### config.mk
export PLATFORM = sky130hd
export DESIGN_NAME = cu_vertex_request_sequencer_flat
export DESIGN_NICKNAME = d
export VERILOG_FILES = /design/src/rtl/cu_vertex_request_sequencer_pkg.sv /design/src/rtl/cu_vertex_request_sequencer_if.sv /design/src/rtl/cu_credit_counter.sv /design/src/rtl/cu_vertex_request_sequencer.sv /design/src/flat_wrapper.sv
export SDC_FILE = /design/constraint.sdc
export NUM_CORES = 1
export LEC_CHECK = 0
export ABC_AREA = 1
export BUFFER_PORTS_ARGS = -buffer_cell sky130_fd_sc_hd__buf_4
export CAP_MARGIN = 20
export CORE_MARGIN = 4
export CORE_UTILIZATION = 35
export CTS_CLUSTER_SIZE = 24
export DETAILED_ROUTE_END_ITERATION = 12
export PLACE_DENSITY_LB_ADDON = 0.08
export SLEW_MARGIN = 25
export SYNTH_ARGS = -nofsm -noshare
export SYNTH_HDL_FRONTEND = slang
export SYNTH_HIERARCHICAL = 1
export SYNTH_SLANG_ARGS = --single-unit
### constraint.sdc
create_clock -name clock -period 13 [get_ports clock]
set_input_delay 1.3 -clock clock [delete_from_list [all_inputs] [get_ports clock]]
set_output_delay 1.3 -clock clock [all_outputs]
set_load 0.02 [all_outputs]
### src/rtl/cu_vertex_request_sequencer_pkg.sv
// Shared types and helpers for the compute-unit read sequencers: array tags,
// vertex sequencer states and the power-of-2 read-command size rule.
package cu_vertex_request_sequencer_pkg;

  localparam int VERTEX_SIZE_DEFAULT     = 4;
  localparam int CACHELINE_BYTES_DEFAULT = 128;
  localparam int VERTEX_CHUNK_MAX        = CACHELINE_BYTES_DEFAULT / VERTEX_SIZE_DEFAULT;

  typedef enum logic [1:0] {
    STRUCT_INVALID,
    STRUCT_INV_OUT_DEGREE,
    STRUCT_INV_EDGES_IDX
  } array_struct_type;

  typedef enum logic [2:0] {
    SEND_VERTEX_RESET,
    SEND_VERTEX_INIT,
    SEND_VERTEX_IDLE,
    SEND_VERTEX_START_REQ,
    SEND_VERTEX_CALC_SIZE,
    SEND_VERTEX_INV_OUT_DEGREE,
    SEND_VERTEX_INV_EDGES_IDX,
    WAIT_VERTEX_DATA
  } vertex_struct_state;

  // Smallest power of two covering nbytes, never above cap; zero bytes gives zero.
  function automatic logic [11:0] cmd_size_calculate(input logic [31:0] nbytes,
                                                     input logic [31:0] cap);
    logic [31:0] p;
    p = 32'd0;
    if (nbytes != 32'd0) begin
      p = 32'd1;
      for (int i = 0; i < 12; i++) begin
        if (p < nbytes && p < cap) p = p << 1;
      end
    end
    return p[11:0];
  endfunction

endpackage

### src/rtl/cu_vertex_request_sequencer_if.sv
// Read-command channel from a sequencer to the read command buffer (valid/ready).
interface cu_vertex_request_sequencer_if #(parameter int ADDR_WIDTH = 64);
  import cu_vertex_request_sequencer_pkg::*;

  logic                  cmd_valid;
  logic                  cmd_ready;
  logic [ADDR_WIDTH-1:0] cmd_address;
  logic [11:0]           cmd_size;
  array_struct_type      cmd_array;

  modport master (output cmd_valid, cmd_address, cmd_size, cmd_array, input cmd_ready);
  modport slave  (input cmd_valid, cmd_address, cmd_size, cmd_array, output cmd_ready);
endinterface

### src/rtl/cu_credit_counter.sv
// Saturating up/down count of outstanding commands; has_room flags HEADROOM free slots.
// Registered count, 1-cycle update; inc+dec together hold, dec at zero is ignored.
module cu_credit_counter #(
  parameter int MAX      = 8,
  parameter int HEADROOM = 2,
  parameter int W        = $clog2(MAX + 1)
) (
  input  logic         clock,
  input  logic         rstn,
  input  logic         inc,
  input  logic         dec,
  output logic [W-1:0] count,
  output logic         has_room
);

  logic dec_eff;

  assign dec_eff  = dec && (count != '0);
  assign has_room = (int'(count) + HEADROOM) <= MAX;

  always_ff @(posedge clock or negedge rstn) begin
    if (!rstn) begin
      count <= '0;
    end else begin
      case ({inc, dec_eff})
        2'b10:   if (count != W'(MAX)) count <= count + 1'b1;
        2'b01:   count <= count - 1'b1;
        default: count <= count;
      endcase
    end
  end

endmodule

### src/rtl/cu_vertex_request_sequencer.sv
// Emits paired inv-out-degree / inv-edges-idx read commands per cacheline chunk of a vertex range.
// First cmd_valid 2 cycles after start; holds cmd_* under !cmd_ready; credit-throttled. Perf counters: CU_VERTEX_REQ_PERF_EN.
module cu_vertex_request_sequencer
  import cu_vertex_request_sequencer_pkg::*;
#(
  parameter int VERTEX_SIZE     = VERTEX_SIZE_DEFAULT,
  parameter int CACHELINE_BYTES = CACHELINE_BYTES_DEFAULT,
  parameter int MAX_OUTSTANDING = 8,
  parameter int ADDR_WIDTH      = 64
) (
  input  logic                         clock,
  input  logic                         rstn,
  input  logic                         enabled,
  input  logic                         start,
  input  logic [31:0]                  vertex_start,
  input  logic [31:0]                  vertex_num,
  input  logic [ADDR_WIDTH-1:0]        base_inv_out_degree,
  input  logic [ADDR_WIDTH-1:0]        base_inv_edges_idx,
  cu_vertex_request_sequencer_if.master cmd,
  input  logic                         rsp_done,
  output logic                         busy,
  output logic                         done
`ifdef CU_VERTEX_REQ_PERF_EN
  ,
  output logic [31:0]                  stall_ready_cycles,
  output logic [31:0]                  stall_credit_cycles
`endif
);

  localparam int VS_LOG2   = $clog2(VERTEX_SIZE);
  localparam int CHUNK_MAX = CACHELINE_BYTES / VERTEX_SIZE;
  localparam int CW        = $clog2(MAX_OUTSTANDING + 1);

  vertex_struct_state    state;
  logic [31:0]           remaining;
  logic [31:0]           chunk;
  logic [31:0]           bytes;
  logic [ADDR_WIDTH-1:0] offset;
  logic                  aborted;
  logic [CW-1:0]         outstanding;
  logic                  has_room;
  logic [31:0]           chunk_c;
  logic [31:0]           bytes_c;
  logic                  xfer;

  assign xfer    = cmd.cmd_valid && cmd.cmd_ready;
  assign chunk_c = (remaining < 32'(CHUNK_MAX)) ? remaining : 32'(CHUNK_MAX);
  assign bytes_c = chunk_c << VS_LOG2;

  cu_credit_counter #(.MAX(MAX_OUTSTANDING), .HEADROOM(2), .W(CW)) u_credits (
    .clock    (clock),
    .rstn     (rstn),
    .inc      (xfer),
    .dec      (rsp_done),
    .count    (outstanding),
    .has_room (has_room)
  );

  always_ff @(posedge clock or negedge rstn) begin
    if (!rstn) begin
      state           <= SEND_VERTEX_RESET;
      remaining       <= '0;
      chunk           <= '0;
      bytes           <= '0;
      offset          <= '0;
      aborted         <= 1'b0;
      busy            <= 1'b0;
      done            <= 1'b0;
      cmd.cmd_valid   <= 1'b0;
      cmd.cmd_address <= '0;
      cmd.cmd_size    <= '0;
      cmd.cmd_array   <= STRUCT_INVALID;
    end else begin
      done <= 1'b0;
      if (busy && !enabled) aborted <= 1'b1;
      case (state)
        SEND_VERTEX_RESET: state <= SEND_VERTEX_INIT;
        SEND_VERTEX_INIT:  if (enabled) state <= SEND_VERTEX_IDLE;
        SEND_VERTEX_IDLE: begin
          if (!enabled) begin
            state <= SEND_VERTEX_INIT;
          end else if (start) begin
            remaining <= vertex_num;
            offset    <= ADDR_WIDTH'(vertex_start) << VS_LOG2;
            aborted   <= 1'b0;
            busy      <= 1'b1;
            state     <= SEND_VERTEX_START_REQ;
          end
        end
        SEND_VERTEX_START_REQ: begin
          if (remaining == 32'd0) begin
            busy  <= 1'b0;
            done  <= 1'b1;
            state <= SEND_VERTEX_IDLE;
          end else if (!enabled) begin
            state <= WAIT_VERTEX_DATA;
          end else if (has_room) begin
            state <= SEND_VERTEX_CALC_SIZE;
          end
        end
        SEND_VERTEX_CALC_SIZE: begin
          chunk           <= chunk_c;
          bytes           <= bytes_c;
          cmd.cmd_size    <= cmd_size_calculate(bytes_c, 32'(CACHELINE_BYTES));
          cmd.cmd_address <= base_inv_out_degree + offset;
          cmd.cmd_array   <= STRUCT_INV_OUT_DEGREE;
          cmd.cmd_valid   <= 1'b1;
          state           <= SEND_VERTEX_INV_OUT_DEGREE;
        end
        SEND_VERTEX_INV_OUT_DEGREE: begin
          if (cmd.cmd_ready) begin
            cmd.cmd_address <= base_inv_edges_idx + offset;
            cmd.cmd_array   <= STRUCT_INV_EDGES_IDX;
            state           <= SEND_VERTEX_INV_EDGES_IDX;
          end
        end
        SEND_VERTEX_INV_EDGES_IDX: begin
          if (cmd.cmd_ready) begin
            cmd.cmd_valid <= 1'b0;
            remaining     <= remaining - chunk;
            offset        <= offset + ADDR_WIDTH'(bytes);
            // A disable lets the pair complete, then drains without more chunks.
            if (remaining != chunk && enabled && !aborted) state <= SEND_VERTEX_START_REQ;
            else                                            state <= WAIT_VERTEX_DATA;
          end
        end
        WAIT_VERTEX_DATA: begin
          if (outstanding == '0) begin
            busy <= 1'b0;
            if (aborted || !enabled) begin
              state <= SEND_VERTEX_INIT;
            end else begin
              done  <= 1'b1;
              state <= SEND_VERTEX_IDLE;
            end
          end
        end
        default: state <= SEND_VERTEX_RESET;
      endcase
    end
  end

`ifdef CU_VERTEX_REQ_PERF_EN
  always_ff @(posedge clock or negedge rstn) begin
    if (!rstn) begin
      stall_ready_cycles  <= '0;
      stall_credit_cycles <= '0;
    end else if (start && state == SEND_VERTEX_IDLE) begin
      stall_ready_cycles  <= '0;
      stall_credit_cycles <= '0;
    end else begin
      if (cmd.cmd_valid && !cmd.cmd_ready && stall_ready_cycles != '1)
        stall_ready_cycles <= stall_ready_cycles + 1'b1;
      if (state == SEND_VERTEX_START_REQ && enabled && remaining != 32'd0 && !has_room &&
          stall_credit_cycles != '1)
        stall_credit_cycles <= stall_credit_cycles + 1'b1;
    end
  end
`endif

endmodule

### src/flat_wrapper.sv
// flat-port wrapper written by rule: the top's interface ports become plain ports
module cu_vertex_request_sequencer_flat import cu_vertex_request_sequencer_pkg::*;
#(
  parameter int VERTEX_SIZE     = VERTEX_SIZE_DEFAULT,
  parameter int CACHELINE_BYTES = CACHELINE_BYTES_DEFAULT,
  parameter int MAX_OUTSTANDING = 8,
  parameter int ADDR_WIDTH      = 64
)
  (clock, rstn, enabled, start, vertex_start, vertex_num, base_inv_out_degree, base_inv_edges_idx, rsp_done, busy, done, cmd_cmd_valid, cmd_cmd_address, cmd_cmd_size, cmd_cmd_array, cmd_cmd_ready);
  cu_vertex_request_sequencer_if #(.ADDR_WIDTH(ADDR_WIDTH)) cmd_i ();
  input  logic clock;
  input  logic rstn;
  input  logic enabled;
  input  logic start;
  input  logic [31:0] vertex_start;
  input  logic [31:0] vertex_num;
  input  logic [ADDR_WIDTH-1:0] base_inv_out_degree;
  input  logic [ADDR_WIDTH-1:0] base_inv_edges_idx;
  input  logic rsp_done;
  output logic busy;
  output logic done;
  output wire logic [$bits(cmd_i.cmd_valid)-1:0] cmd_cmd_valid;
  output wire logic [$bits(cmd_i.cmd_address)-1:0] cmd_cmd_address;
  output wire logic [$bits(cmd_i.cmd_size)-1:0] cmd_cmd_size;
  output wire logic [$bits(cmd_i.cmd_array)-1:0] cmd_cmd_array;
  input wire logic [$bits(cmd_i.cmd_ready)-1:0] cmd_cmd_ready;
  assign cmd_cmd_valid = cmd_i.cmd_valid;
  assign cmd_cmd_address = cmd_i.cmd_address;
  assign cmd_cmd_size = cmd_i.cmd_size;
  assign cmd_cmd_array = cmd_i.cmd_array;
  assign cmd_i.cmd_ready = cmd_cmd_ready;
  cu_vertex_request_sequencer #(.VERTEX_SIZE(VERTEX_SIZE), .CACHELINE_BYTES(CACHELINE_BYTES), .MAX_OUTSTANDING(MAX_OUTSTANDING), .ADDR_WIDTH(ADDR_WIDTH)) u_core (.clock(clock), .rstn(rstn), .enabled(enabled), .start(start), .vertex_start(vertex_start), .vertex_num(vertex_num), .base_inv_out_degree(base_inv_out_degree), .base_inv_edges_idx(base_inv_edges_idx), .cmd(cmd_i), .rsp_done(rsp_done), .busy(busy), .done(done));
endmodule
==> impl_metrics.env, run 1 <==
export IMPL_synth_top_family_by_area="simple AND/OR/NAND/NOR gates"
export IMPL_cts_max_level=1
export IMPL_diodes=0
export IMPL_run_status="completed"
export IMPL_slew_violations=0
export IMPL_drive_gt1_share_pct=15.3
export IMPL_antenna_found_initial=0
export IMPL_p_comb_share_pct=54.6
export IMPL_muxShareOfSynthArea_pct=0.179
export IMPL_skew_ns=0.0128
export IMPL_die_w_um=231
export IMPL_io_buffers=278
export IMPL_cts_root_buf="clkbuf_16"
export IMPL_finalWirelength_um=56400
export IMPL_finalHoldViolCount=0
export IMPL_die_h_um=231
export IMPL_p_per_area_mw_per_mm2=204
export IMPL_synth_ff_type="dfrtp_1"
export IMPL_worst_path_most_repeated_cell="nand2_1"
export IMPL_area_growth_pct=22.0
export IMPL_ant_nets=0
export IMPL_grt_max_degree=114
export IMPL_p_sw_share_pct=46.7
export IMPL_yosysSeqAreaShare_pct=30.8
export IMPL_yosysTopAreaCell="dfrtp_1"
export IMPL_setup_viol=0
export IMPL_rows=81
export IMPL_yosys_area_share_simple_pct=26.6
export IMPL_finalCritPeriodShare_pct=89.1
export IMPL_cp_end_kind="register"
export IMPL_syn_area_per_cell_um2=6.96
export IMPL_grt_use_total_pct=20.5
export IMPL_cp_required_ns=13.50
export IMPL_vias=17100
export IMPL_wl_per_cell_um=16.3
export IMPL_path_class="register to register"
export IMPL_fmax_ghz=0.0864
export IMPL_layout_nets=3149
export IMPL_drcViolationCount=0
export IMPL_grt_pass1_wl_um=88900
export IMPL_yosysUniqueCellTypes=62
export IMPL_worst_endpoint_arrival_ns=12.08
export IMPL_start_util_pct=35.6
export IMPL_cts_buffers=28
export IMPL_period_needed_ns=11.58
export IMPL_mostFrequentLayoutCell="nand2_1"
export IMPL_die_area_mm2=0.0536
export IMPL_tns_ns=0
export IMPL_p_switching_mw=2.03
export IMPL_ys_seq_elements=215
export IMPL_cp_start_kind="register"
export IMPL_intPower_mw=2.32
export IMPL_maxCapViolCount=0
export IMPL_place_congestion=0.854
export IMPL_clkTransAtPathRegs_ns=0.06
export IMPL_worstSkewPairLatency_ns=0.57
export IMPL_yosys_warnings=6
export IMPL_grt_overflow_total=0
export IMPL_cts_repair_resized=0
export IMPL_synth_xor_area_share_pct=3.66
export IMPL_max_slew_margin_pct=36.8
export IMPL_crit_fanout=15
export IMPL_drt_pass1_iterations=5
export IMPL_synth_top_cell_area_share_pct=30.8
export IMPL_design_power_total_mw=4.36
export IMPL_path_delay_family="simple AND/OR/NAND/NOR gates"
export IMPL_core_area_mm2=0.0492
export IMPL_post_cts_buffers=0
export IMPL_clock_sinks=215
export IMPL_synth_compound_area_share_pct=18.3
export IMPL_cpMaxStageDelayCell="dfrtp_1"
export IMPL_synthArstFlopShare_pct=100
export IMPL_path_buf_inv=14
export IMPL_tightest_slew_ns=0.948
export IMPL_synth_edf_count=0
export IMPL_seqPwrFrac_pct=26.4
export IMPL_cts_tree="built"
export IMPL_syn_cell_area_mm2=0.0175
export IMPL_synth_area_leaders="dfrtp_1 31%, nand2_1 15%, ha_1 12%, inv_1 6.3%, a21oi_1 5.9%"
export IMPL_io_pins=279
export IMPL_drt_iter0_drc=1187
export IMPL_synthAdderAreaFrac_pct=12.1
export IMPL_max_vdd_ir_drop_mv=0.0978
export IMPL_leakage_nw=11.2
export IMPL_cts_buffer_depth=3
export IMPL_dp_hpwl_um=43600
export IMPL_hp_class="register to register"
export IMPL_grt_pass1_vias=16300
export IMPL_vias_per_cell=4.94
export IMPL_mostFrequentLayoutCells="706 x nand2_1, 294 x inv_1, 291 x buf_4"
export IMPL_cpPeakStageDelay_ns=0.40
export IMPL_cts_hold_buf=0
export IMPL_synth_cells=2510
export IMPL_clkPwrFrac_pct=18.9
[final timing paths]
path / slack [ns] / to / startpoint / cells after the start
worst min-delay path: 0.48 / u_core/cmd.cmd_array[0]$_DFFE_PN0P_ / u_core/cmd.cmd_array[0]$_DFFE_PN0P_ / 2
min in group asynchronous: 0.78 / u_core/cmd.cmd_address[15]$_DFFE_PN0P_ / rstn / 1
max in group asynchronous: 10.52 / u_core/u_credits/count[3]$_DFFE_PN0P_ / rstn / 3
worst max-delay path: 1.42 / u_core/cmd.cmd_size[2]$_DFFE_PN0P_ / u_core/remaining[14]$_DFFE_PN0P_ / 80
worst max register to register: 1.42 / u_core/cmd.cmd_size[2]$_DFFE_PN0P_ / u_core/remaining[14]$_DFFE_PN0P_ / 80
worst min register to register: 0.48 / u_core/cmd.cmd_array[0]$_DFFE_PN0P_ / u_core/cmd.cmd_array[0]$_DFFE_PN0P_ / 2
[per-stage QoR]
step	worst slack, ns	hold slack, ns	cell area [um^2]	std cells	util [%]
after floorplan	2.24	0.462	17500	2525	-
after global placement	1.27	0.469	20300	3417	41.4
after detailed placement	1.04	0.468	20300	3417	41.4
after CTS	0.996	0.484	21300	3467	43.4
after global routing	-0.00461	0.502	21300	3467	43.4
final	1.42	0.476	21300	3467	43.4
[layer usage]
layer / track usage (%) / up-vias / share of wire [%]
li1: - / 8828 / -
met1: 31.1 / 7857 / 51
met5: 0 / - / 0
met3: 2.42 / 57 / 4.8
met2: 31.4 / 377 / 42
met4: 4.12 / 0 / 1.9
[logic make-up after synthesis]
logic type	Yosys count
and+or+nand+nor	1107
xor gates and xnor gates	73
AOI/OAI and AO/OA	565
DFF	215
adders and majority gates	168
other	2
buffers and inverters	377
muxes	3
[cell type report]
| class | count | area [um^2] |
|---|---|---|
| Fill cell | 5162 | 27800 |
| Multi-Input combinational cell | 1933 | 10800 |
| Sequential cell | 215 | 5380 |
| Timing Repair Buffer | 294 | 2220 |
| Inverter | 311 | 1170 |
| Tap cell | 664 | 831 |
| Clock buffer | 36 | 802 |
| Clock inverter | 14 | 173 |
[power by group through the flow]
stage / registers, mW / clock network, mW / logic (mW)
global route: 1.18 / 0.878 / 2.69
CTS: 1.15 / 0.852 / 2.39
global placement: 1.15 / 0 / 2.35
floorplan: 1.20 / 0 / 1.58
finish: 1.15 / 0.825 / 2.38
detailed placement: 1.16 / 0 / 2.37
[Yosys cell counts (18+ instances only)]
library cell  instances
nand2_1             706
inv_1               295
dfrtp_1             215
a21oi_1             206
nor2_1              204
o21ai_0             200
ha_1                166
nand3_1              74
clkbuf_1             56
o211ai_1             45
xor2_1               39
xnor2_1              34
nor3_1               27
nand4_1              25
o21bai_1             23
nand2_2              22
a31oi_1              18
o21ai_1              18
[sequential cells by signal (all words and copies together), names as in the netlist]
name	cells
u_core/cmd.cmd_array	2
u_core/state	3
u_core/u_credits/count	4
u_core/remaining	32
u_core/offset	62
u_core/busy	1
u_core/chunk	32
u_core/done	1
u_core/cmd.cmd_size	12
u_core/aborted	1
u_core/cmd.cmd_address	64
u_core/cmd.cmd_valid	1
[worst register-to-register path: cells and delay by family (launching register included)]
family | cells | cell delay (ns)
flops | 1 | 0.40
fa+ha+maj | 8 | 2.28
compound gates | 18 | 3.24
buf+inv | 14 | 1.50
simple gates | 40 | 4.15
Power figures use the tool's default switching activity.
==> run 2: changes to the inputs <==
- CORE_ASPECT_RATIO: not set -> 0.7
==> run 2 against run 1 <==
Flip-flop and latch count did not move; largest power group unchanged; first-iteration DRC count down 9.6%; critical path type unchanged; core utilization shrank 0.29 points; global-route usage is 0.25 points higher; non-clock buffer count fell by 1; power fell by 0.70%; critical path depth is the same; combinational power is essentially flat; sequential share of layout area up 0.071 points; count of clock-buffer cells in the layout is 5 higher; design area decreased by 0.28%; clock power fell by 5.1%.
==> impl_metrics.env, run 2 (synthesis gave the netlist of run 1 again) <==
export IMPL_run_status="completed"
export IMPL_diodes=0
export IMPL_mostFrequentLayoutCell="nand2_1"
export IMPL_path_buf_inv=17
export IMPL_tightest_slew_ns=0.920
export IMPL_slew_violations=0
export IMPL_n_fill_cell=5068
export IMPL_grt_overflow_total=0
export IMPL_dpl_instance_area_mm2=0.0203
export IMPL_cp_start_kind="register"
export IMPL_hold_path_end="u_core/cmd.cmd_array[0]$_DFFE_PN0P_"
export IMPL_cp_end_kind="register"
export IMPL_worstSkewPairLatency_ns=0.55
export IMPL_maxCapViolCount=0
export IMPL_clock_sinks=215
export IMPL_r2r_end="u_core/cmd.cmd_size[7]$_DFFE_PN0P_"
export IMPL_io_buffers=278
export IMPL_skew_ns=0.0168
export IMPL_grt_max_degree=106
export IMPL_drt_iter0_drc=1073
export IMPL_cts_max_level=1
export IMPL_die_h_um=195
export IMPL_drcViolationCount=0
export IMPL_path_class="register to register"
export IMPL_mostFrequentLayoutCells="704 x nand2_1, 294 x inv_1, 291 x buf_4"
export IMPL_cts_buffer_depth=3
export IMPL_rsz0062_at_grt="false"
export IMPL_setup_viol=0
export IMPL_cpMaxStageDelayCell="dfrtp_1"
export IMPL_gr_usage_met2_pct=29.1
export IMPL_finalWirelength_um=57000
export IMPL_fin_area_mm2=0.0213
export IMPL_r2r_start="u_core/remaining[8]$_DFFE_PN0P_"
export IMPL_dp_hpwl_um=44400
export IMPL_leakage_nw=11.1
export IMPL_cp_startpoint="u_core/remaining[8]$_DFFE_PN0P_"
export IMPL_finalHoldViolCount=0
export IMPL_hp_start="u_core/cmd.cmd_array[0]$_DFFE_PN0P_"
export IMPL_grt_use_total_pct=20.8
export IMPL_max_slew_margin_pct=38.7
export IMPL_grt_met1_usage_pct=34.1
export IMPL_ant_nets=0
export IMPL_cts_root_buf="clkbuf_16"
export IMPL_tns_ns=0
export IMPL_multiInputGateArea_mm2=0.0108
export IMPL_design_power_total_mw=4.33
export IMPL_worst_path_most_repeated_cell="nand2_1"
export IMPL_seqCellArea_mm2=0.00538
export IMPL_cpPeakStageDelay_ns=0.39
export IMPL_grt_pass1_wl_um=90000
export IMPL_cts_buffers=27
export IMPL_cts_hold_buf=0
export IMPL_hp_class="register to register"
export IMPL_rrSetupSlack_ns=1.34
export IMPL_area_growth_pct=21.7
export IMPL_worst_endpoint_arrival_ns=12.14
export IMPL_crit_fanout=16
export IMPL_die_w_um=275
export IMPL_antenna_found_initial=1
export IMPL_holdWs_ns=0.473
export IMPL_path_delay_family="simple AND/OR/NAND/NOR gates"
export IMPL_cts_tree="built"
export IMPL_layout_nets=3147
export IMPL_drive_gt1_share_pct=15.2
export IMPL_top_usage_layer="met1"
export IMPL_whs_path_depth=2
export IMPL_cp_required_ns=13.48
export IMPL_finalCritPeriodShare_pct=89.7
export IMPL_max_vdd_ir_drop_mv=0.109
export IMPL_core_area_mm2=0.0493
export IMPL_die_area_mm2=0.0536
export IMPL_max_flop_register="u_core/cmd.cmd_address"
export IMPL_top_regs="u_core/cmd.cmd_address (64), u_core/offset (62)"
export IMPL_gr_usage_met3_pct=2.65
export IMPL_clkTransAtPathRegs_ns=0.06
export IMPL_vias=17200
export IMPL_period_needed_ns=11.66
export IMPL_io_pins=279
export IMPL_largest_register_ff_count=64
export IMPL_drt_pass1_iterations=5
export IMPL_p_per_area_mw_per_mm2=203
export IMPL_start_util_pct=35.4
export IMPL_rows=68
export IMPL_place_congestion=0.869
export IMPL_grt_pass1_vias=16100
export IMPL_vias_per_cell=4.97
export IMPL_wl_per_cell_um=16.4
export IMPL_reg2regPathDepth=80
export IMPL_fmax_ghz=0.0858
-- run 2: metal layers --
metal  part of all wire, %  vias up
met5                 0.019        -
met4                   1.3        2
met3                   5.3       48
met2                    39      379
met1                    54     7946
li1                      -     8833
-- run 2: repair_timing --
action | CTS | global route
setup endpoints to repair | 0 | 6
setup buffers | 0 | 1
gates resized for setup | 0 | 10
-- run 2: worst max path at each step --
stage / end / slack, ns / cells after the start
after detailed placement: u_core/cmd.cmd_size[6]$_DFFE_PN0P_ / 0.66 / 81
after global routing: u_core/cmd.cmd_size[6]$_DFFE_PN0P_ / 0.03 / 81
final: u_core/cmd.cmd_size[7]$_DFFE_PN0P_ / 1.34 / 80
after floorplan: u_core/cmd.cmd_size[2]$_DFFE_PN0P_ / 2.24 / 81
after global placement: u_core/cmd.cmd_size[6]$_DFFE_PN0P_ / 1.09 / 81
after CTS: u_core/cmd.cmd_size[6]$_DFFE_PN0P_ / 0.62 / 81
-- run 2: area by class of cell --
| type | instances | share of cell area, % |
|---|---|---|
| timing repair buffer | 293 | 10.4 |
| multi-input combinational | 1933 | 50.6 |
| tap | 665 | 3.91 |
| inverter | 311 | 5.49 |
| clock buffer | 41 | 3.89 |
| clock inverter | 7 | 0.412 |
| sequential | 215 | 25.3 |
-- run 2: metrics by stage --
step                utilization [%]  std cells  setup WS [ns]
global placement               41.2       3416           1.09
detailed placement             41.2       3416          0.660
CTS                            43.1       3464          0.619
finish                         43.1       3465           1.34
global route                   43.1       3465         0.0327
floorplan                         -       2525           2.24
-- run 2: power breakdown --
group          total, mW  internal [mW]  switching, mW
sequential          1.16          0.913          0.249
clock              0.783          0.475          0.308
combinational       2.38          0.898           1.48
total               4.33           2.29           2.04
-- run 2: worst register-to-register path: cells and delay by family (launching register included) --
kind	cells	cell delay (ns)
compound gates	17	3.22
buf+inv	17	2.07
simple gates	38	3.69
fa+ha+maj	8	2.20
flops	1	0.39
